File: src/rtl/fetch_queue_pkg.sv
// Shared types and sizing for the instruction prefetch queue.
package fetch_queue_pkg;

    localparam int unsigned PC_WIDTH          = 9;
    localparam int unsigned INSTRUCTION_WIDTH = 32;
    localparam int unsigned DEPTH             = 4;
    localparam int unsigned MAX_OUTSTANDING   = 2;
    localparam int unsigned RESET_PC          = 0;

    localparam int unsigned CNT_W = $clog2(DEPTH) + 1;
    localparam int unsigned OUT_W = $clog2(MAX_OUTSTANDING) + 1;

    localparam logic [INSTRUCTION_WIDTH-1:0] NOP_INSTR = 32'h00000013;

    typedef struct packed {
        logic [PC_WIDTH-1:0]          pc;
        logic [INSTRUCTION_WIDTH-1:0] instr;
    } fetch_entry_t;

    typedef enum logic [0:0] {
        RUN    = 1'b0,
        HALTED = 1'b1
    } fetch_state_t;

endpackage

File: src/rtl/fetch_fifo.sv
// Synchronous FIFO with async active-low reset, synchronous clear and
// a combinational head view. Push on full and pop on empty are ignored.
module fetch_fifo #(
    parameter int unsigned WIDTH = 8,
    parameter int unsigned DEPTH = 4
) (
    input  logic                    clk,
    input  logic                    rst,
    input  logic                    clear,
    input  logic                    push,
    input  logic [WIDTH-1:0]        push_data,
    input  logic                    pop,
    output logic [WIDTH-1:0]        head,
    output logic [$clog2(DEPTH):0]  count
);

    localparam int unsigned AW = $clog2(DEPTH);
    localparam int unsigned CW = AW + 1;

    logic [WIDTH-1:0] mem [DEPTH];
    logic [AW-1:0]    rd_ptr;
    logic [AW-1:0]    wr_ptr;
    logic             do_push;
    logic             do_pop;

    assign do_pop  = pop && (count != '0);
    assign do_push = push && ((count != CW'(DEPTH)) || do_pop);
    assign head    = mem[rd_ptr];

    // pointer and occupancy bookkeeping
    always_ff @(posedge clk or negedge rst) begin
        if (!rst) begin
            rd_ptr <= '0;
            wr_ptr <= '0;
            count  <= '0;
        end else if (clear) begin
            rd_ptr <= '0;
            wr_ptr <= '0;
            count  <= '0;
        end else begin
            if (do_push) wr_ptr <= wr_ptr + AW'(1);
            if (do_pop)  rd_ptr <= rd_ptr + AW'(1);
            count <= count + CW'(do_push) - CW'(do_pop);
        end
    end

    // storage needs no reset; the head is only meaningful while count != 0
    always_ff @(posedge clk) begin
        if (do_push && !clear) mem[wr_ptr] <= push_data;
    end

endmodule

File: src/rtl/fetch_queue.sv
// Instruction prefetch queue: owns the fetch PC, issues memory requests and
// buffers responses for decode. Define FETCH_QUEUE_BYPASS_EN for empty-queue bypass.
module fetch_queue
    import fetch_queue_pkg::*;
(
    input  logic                         clk,
    input  logic                         rst,
    input  logic                         redirect,
    input  logic [PC_WIDTH-1:0]          redirect_pc,
    input  logic                         halt,
    output logic                         imem_req,
    output logic [PC_WIDTH-1:0]          imem_addr,
    input  logic                         imem_gnt,
    input  logic                         imem_rvalid,
    input  logic [INSTRUCTION_WIDTH-1:0] imem_rdata,
    output logic                         out_valid,
    input  logic                         out_ready,
    output logic [PC_WIDTH-1:0]          out_pc,
    output logic [INSTRUCTION_WIDTH-1:0] out_instr,
    output logic [CNT_W-1:0]             count
);

    fetch_state_t        state;
    fetch_state_t        state_nxt;
    logic [PC_WIDTH-1:0] fetch_pc;
    logic [OUT_W-1:0]    outstanding;
    logic [OUT_W-1:0]    outstanding_nxt;
    logic [OUT_W-1:0]    discard;
    logic [PC_WIDTH-1:0] tag_head;
    fetch_entry_t        rsp_entry;
    fetch_entry_t        head_entry;
    logic                grant;
    logic                slot_free;
    logic                rsp_keep;
    logic                entry_empty;
    logic                entry_push;
    logic                entry_pop;

    assign imem_addr       = fetch_pc;
    assign grant           = imem_req && imem_gnt;
    assign slot_free       = (32'(count) + 32'(outstanding)) < DEPTH;
    assign outstanding_nxt = outstanding + OUT_W'(grant) - OUT_W'(imem_rvalid);
    assign rsp_keep        = imem_rvalid && (discard == '0) && !redirect;
    assign entry_empty     = (count == '0);
    assign rsp_entry       = '{pc: tag_head, instr: imem_rdata};

    // state register
    always_ff @(posedge clk or negedge rst) begin
        if (!rst) state <= RUN;
        else      state <= state_nxt;
    end

    // next state and request generation; redirect outranks halt
    always_comb begin
        state_nxt = state;
        imem_req  = 1'b0;
        case (state)
            RUN: begin
                if (redirect)  state_nxt = RUN;
                else if (halt) state_nxt = HALTED;
                if (rst && !halt && !redirect && slot_free &&
                    (outstanding < OUT_W'(MAX_OUTSTANDING)))
                    imem_req = 1'b1;
            end
            HALTED: begin
                if (redirect) state_nxt = RUN;
            end
            default: state_nxt = RUN;
        endcase
    end

    // fetch PC and count of in-flight responses to drop after a redirect
    always_ff @(posedge clk or negedge rst) begin
        if (!rst) begin
            fetch_pc <= PC_WIDTH'(RESET_PC);
            discard  <= '0;
        end else begin
            if (redirect)   fetch_pc <= redirect_pc;
            else if (grant) fetch_pc <= fetch_pc + PC_WIDTH'(4);

            if (redirect)
                discard <= outstanding_nxt;
            else if (imem_rvalid && (discard != '0))
                discard <= discard - OUT_W'(1);
        end
    end

    // head presentation, optional bypass, push/pop control
    always_comb begin
        out_valid  = !entry_empty;
        out_pc     = entry_empty ? '0 : head_entry.pc;
        out_instr  = entry_empty ? '0 : head_entry.instr;
        entry_push = rsp_keep;
`ifdef FETCH_QUEUE_BYPASS_EN
        if (entry_empty && rsp_keep) begin
            out_valid  = 1'b1;
            out_pc     = tag_head;
            out_instr  = imem_rdata;
            entry_push = !out_ready;
        end
`endif
        entry_pop = !entry_empty && out_ready && !redirect;
    end

    // PCs of granted requests, retired in order as responses return
    fetch_fifo #(
        .WIDTH (PC_WIDTH),
        .DEPTH (MAX_OUTSTANDING)
    ) u_tag_fifo (
        .clk       (clk),
        .rst       (rst),
        .clear     (1'b0),
        .push      (grant),
        .push_data (fetch_pc),
        .pop       (imem_rvalid),
        .head      (tag_head),
        .count     (outstanding)
    );

    fetch_fifo #(
        .WIDTH ($bits(fetch_entry_t)),
        .DEPTH (DEPTH)
    ) u_entry_fifo (
        .clk       (clk),
        .rst       (rst),
        .clear     (redirect),
        .push      (entry_push),
        .push_data (rsp_entry),
        .pop       (entry_pop),
        .head      (head_entry),
        .count     (count)
    );

endmodule
File: config.mk
export PLATFORM = sky130hd
export DESIGN_NAME = fetch_queue
export DESIGN_NICKNAME = d
export VERILOG_FILES = /design/src/rtl/fetch_queue_pkg.sv /design/src/rtl/fetch_fifo.sv /design/src/rtl/fetch_queue.sv
export SDC_FILE = /design/constraint.sdc
export NUM_CORES = 1
export LEC_CHECK = 0
export ABC_CLOCK_PERIOD_IN_PS = 6700
export BUFFER_PORTS_ARGS = -buffer_cell sky130_fd_sc_hd__buf_4
export CAP_MARGIN = 20
export CORE_MARGIN = 5
export CORE_UTILIZATION = 36
export CTS_BUF_LIST = sky130_fd_sc_hd__clkbuf_16
export DETAILED_ROUTE_END_ITERATION = 10
export SLEW_MARGIN = 20
export SYNTH_ARGS = -nofsm -noshare
export SYNTH_HDL_FRONTEND = slang
export SYNTH_SLANG_ARGS = --single-unit
File: constraint.sdc
create_clock -name clk -period 6.7 [get_ports clk]
set_input_delay 0.335 -clock clk [delete_from_list [all_inputs] [get_ports clk]]
set_output_delay 0.335 -clock clk [all_outputs]
set_load 0.005 [all_outputs]
==> results.py <==
metrics = {
    "timing": {
        "fin_tns_setup_ns": 0,
        "period_minus_slack_ns": 2.790,
        "setup_viol": 0,
        "hold_violations": 0,
        "fmax_ghz": 0.3584,
        "maxSlewHeadroom_pct": 32.44,
        "worst_pin_slew_ns": 1.006,
        "timing.final.crit_share_pct": 41.64,
        "whs_ns": 0.03518,
        "fin_skew_ns": 0.01397,
        "report.final.slew_viol_count": 0,
        "rsz0062_at_grt": "no",
    },
    "worst_setup_path": {
        "path_cells": "mux4_2 > and2_1 > buf_4",
        "critPathCaptureType": "output pin",
        "critPathTopFamily": "flip-flops",
        "cpPeakStageDelay_ns": 1.00,
        "cp_data_required_time_ns": 6.36,
        "critPathBufInv": 1,
        "startpoint_type": "flop",
        "r2r_cells": 4,
        "crit_fanout": 43,
        "slowest_stage": "dfrtp_4",
        "r2r_slack_ns": 4.04,
        "crit_type": "reg -> out",
        "arrival_ns": 2.45,
        "crit_cells": 3,
    },
    "floorplan": {
        "die_y_um": 160.6,
        "die_area_um2": 25810,
        "initial_core_util_pct": 36.30,
        "core_um2": 22500,
        "num_io_pins": 103,
        "die_w_um": 160.6,
        "placementRows": 55,
    },
    "synthesis": {
        "synth-simple-area-share_pct": 6.418,
        "netlist.top_cell.by_area": "edfxtp_1",
        "synth_top_family_by_area": "multiplexers",
        "syn_nets": 488,
        "ys_warn_count": 0,
        "synthAdderAreaFrac_pct": 2.236,
        "synth.avg_cell_area_um2": 19.18,
        "synth.area.top_cells": "edfxtp_1, mux4_2, dfrtp_1",
        "synth-compound-area-share_pct": 1.424,
        "synth_edf_count": 182,
        "synth.ff_latch_count": 205,
        "synth_top_area_share_pct": 66.90,
        "synthMuxAreaShare_pct": 12.94,
        "ys_async_sr_fraction_pct": 11.22,
        "netlist_area_um2": 8169,
        "synth_flop_cell": "edfxtp_1",
        "synth_xor_xnor_area_share_pct": 1.179,
        "ys_seq_area_share_pct": 73.95,
        "ys_types": 37,
        "syn_inst": 426,
    },
    "cells_and_area": {
        "final_common_cell": "edfxtp_1",
        "area_growth_syn_to_layout_pct": 20.83,
        "final_cell_mix": "edfxtp_1, buf_4, and2_1",
        "drive_gt1_share_pct": 34.91,
        "fillCellCount": 1954,
        "multi_input_area_um2": 1987,
        "finish.utilization_pct": 43.86,
        "nets": 596,
        "diodes": 0,
        "seqCellArea_um2": 6048,
    },
    "min_path": {
        "hp-class": "in -> reg",
        "hold_path_depth": 1,
    },
    "detailed_routing": {
        "wl_per_cell_um": 18.33,
        "wl_met3_um": 764,
        "routed_wl_um": 15300,
        "antenna_left": 0,
        "vias": 4066,
        "vias_per_cell": 4.869,
        "top_layer": "met4",
        "firstDrtPassIters": 4,
        "drtIter0Drc": 190,
        "wl_met2_um": 7743,
        "drc": 0,
        "wl_met1_um": 6558,
    },
    "clock_tree": {
        "cts.sinks": 205,
        "h-tree-depth": 1,
        "cts_root_buf": "clkbuf_16",
        "post_cts_buffers": 0,
        "clock_path_buffers": 3,
        "numCtsBuffers": 22,
        "cts_tree": "built",
        "cts.clk_slew.worst_paths_ns": 0.06,
        "clkLatencyLatePin_ns": 0.50,
    },
    "global_routing": {
        "grt_pass1_wl_um": 24380,
        "grtUsageTotal_pct": 11.88,
        "grt_pass1_vias": 4382,
        "grt_overflow": 0,
        "antenna_found_initial": 0,
        "grt_max_degree": 45,
    },
    "place": {
        "place_congestion": 0.7345,
        "port_buffers": 102,
        "dp_hpwl_um": 9495,
    },
    "power_and_ir_drop": {
        "p_leak_nw": 3.518,
        "p_per_area_nw_per_um2": 354.1,
        "vdd_drop_max_uv": 165.2,
    },
    "status": {
        "status": "finished clean",
    },
    "flow_run": {
        "cap_violations": 0,
    },
}
logic make-up (layout without fill, tap and decap cells):
| logic type | count (synthesis) | count (layout) |
|---|---|---|
| XOR/XNOR | 11 | 11 |
| multiplexers | 53 | 53 |
| adder cells (fa/ha/maj) | 14 | 14 |
| buffers and inverters | 35 | 159 |
| AND/OR/NAND/NOR | 92 | 92 |
| AO/OA/AOI/OAI | 16 | 16 |
| flip-flops | 205 | 205 |
final cells by class:
type,count,area share (%)
well taps,285,3.613
repair buffers,104,7.935
flip-flops and latches,205,61.28
inverters,15,0.5704
clock buffers,22,5.577
clock inverters,18,0.9000
multi-input cells,186,20.13
per-stage QoR:
stage	worst slack, ns	total power, mW	std cells	area (um^2)
CTS	3.804	3.560	835	9868
global route	3.710	3.689	835	9871
global placement	3.994	2.481	794	9214
finish	3.910	3.495	835	9871
detailed placement	3.983	2.504	794	9219
floorplan	4.141	2.105	426	8169
flip-flops by register name, summed over array words and instances, names as in the netlist:
signal,flops
state,1
u_entry_fifo.mem,164
u_tag_fifo.count,2
discard,2
u_tag_fifo.rd_ptr,1
imem_addr,9
u_tag_fifo.mem,18
u_entry_fifo.count,3
u_tag_fifo.wr_ptr,1
u_entry_fifo.wr_ptr,2
u_entry_fifo.rd_ptr,2
path summary, 6_finish.rpt:
check | to | start
setup / recovery | out_instr[3] | u_entry_fifo.rd_ptr[0]$_DFFE_PN0P_
hold / removal | u_entry_fifo.mem[2][15]$_DFFE_PP_ | imem_rdata[15]
setup reg to reg | u_tag_fifo.mem[0][6]$_DFFE_PP_ | u_entry_fifo.count[1]$_DFF_PN0_
hold reg to reg | u_tag_fifo.wr_ptr$_DFFE_PN0N_ | u_tag_fifo.wr_ptr$_DFFE_PN0N_
max in group asynchronous | u_entry_fifo.rd_ptr[0]$_DFFE_PN0P_ | rst
min in group asynchronous | imem_addr[2]$_DFFE_PN0P_ | rst
per-layer routing:
metal | global-route usage (%) | vias to the layer above
li1 | - | 1873
met1 | 15.47 | 2082
met2 | 20.11 | 95
met3 | 2.848 | 16
met4 | 3.129 | 0
met5 | 0 | -
where the power goes:
group | internal (mW) | switching [mW] | leakage [nW] | total, mW
clock network | 0.597 | 0.455 | 0.339 | 1.05
registers | 1.50 | 0.134 | 1.92 | 1.63
logic | 0.482 | 0.327 | 1.25 | 0.810
total | 2.58 | 0.916 | 3.52 | 3.49
synth_stat cells (2+ instances only):
cell	count
a21oi_1	3
a32oi_1	3
and2_1	46
and3_1	2
buf_2	4
buf_6	2
clkbuf_1	14
dfrtp_1	23
edfxtp_1	182
ha_1	13
inv_1	14
mux2_2	11
mux4_2	41
nand2_1	8
nand3_1	10
nor2_1	11
nor3_1	3
o21ai_0	3
or3_1	6
xnor2_1	7
xor2_1	4
repair_timing:
item / in CTS / in global routing
hold endpoints to repair: 23 / 0
hold buffers: 1 / 0
resized for setup: 0 / 0
Power figures use the tool's default switching activity.
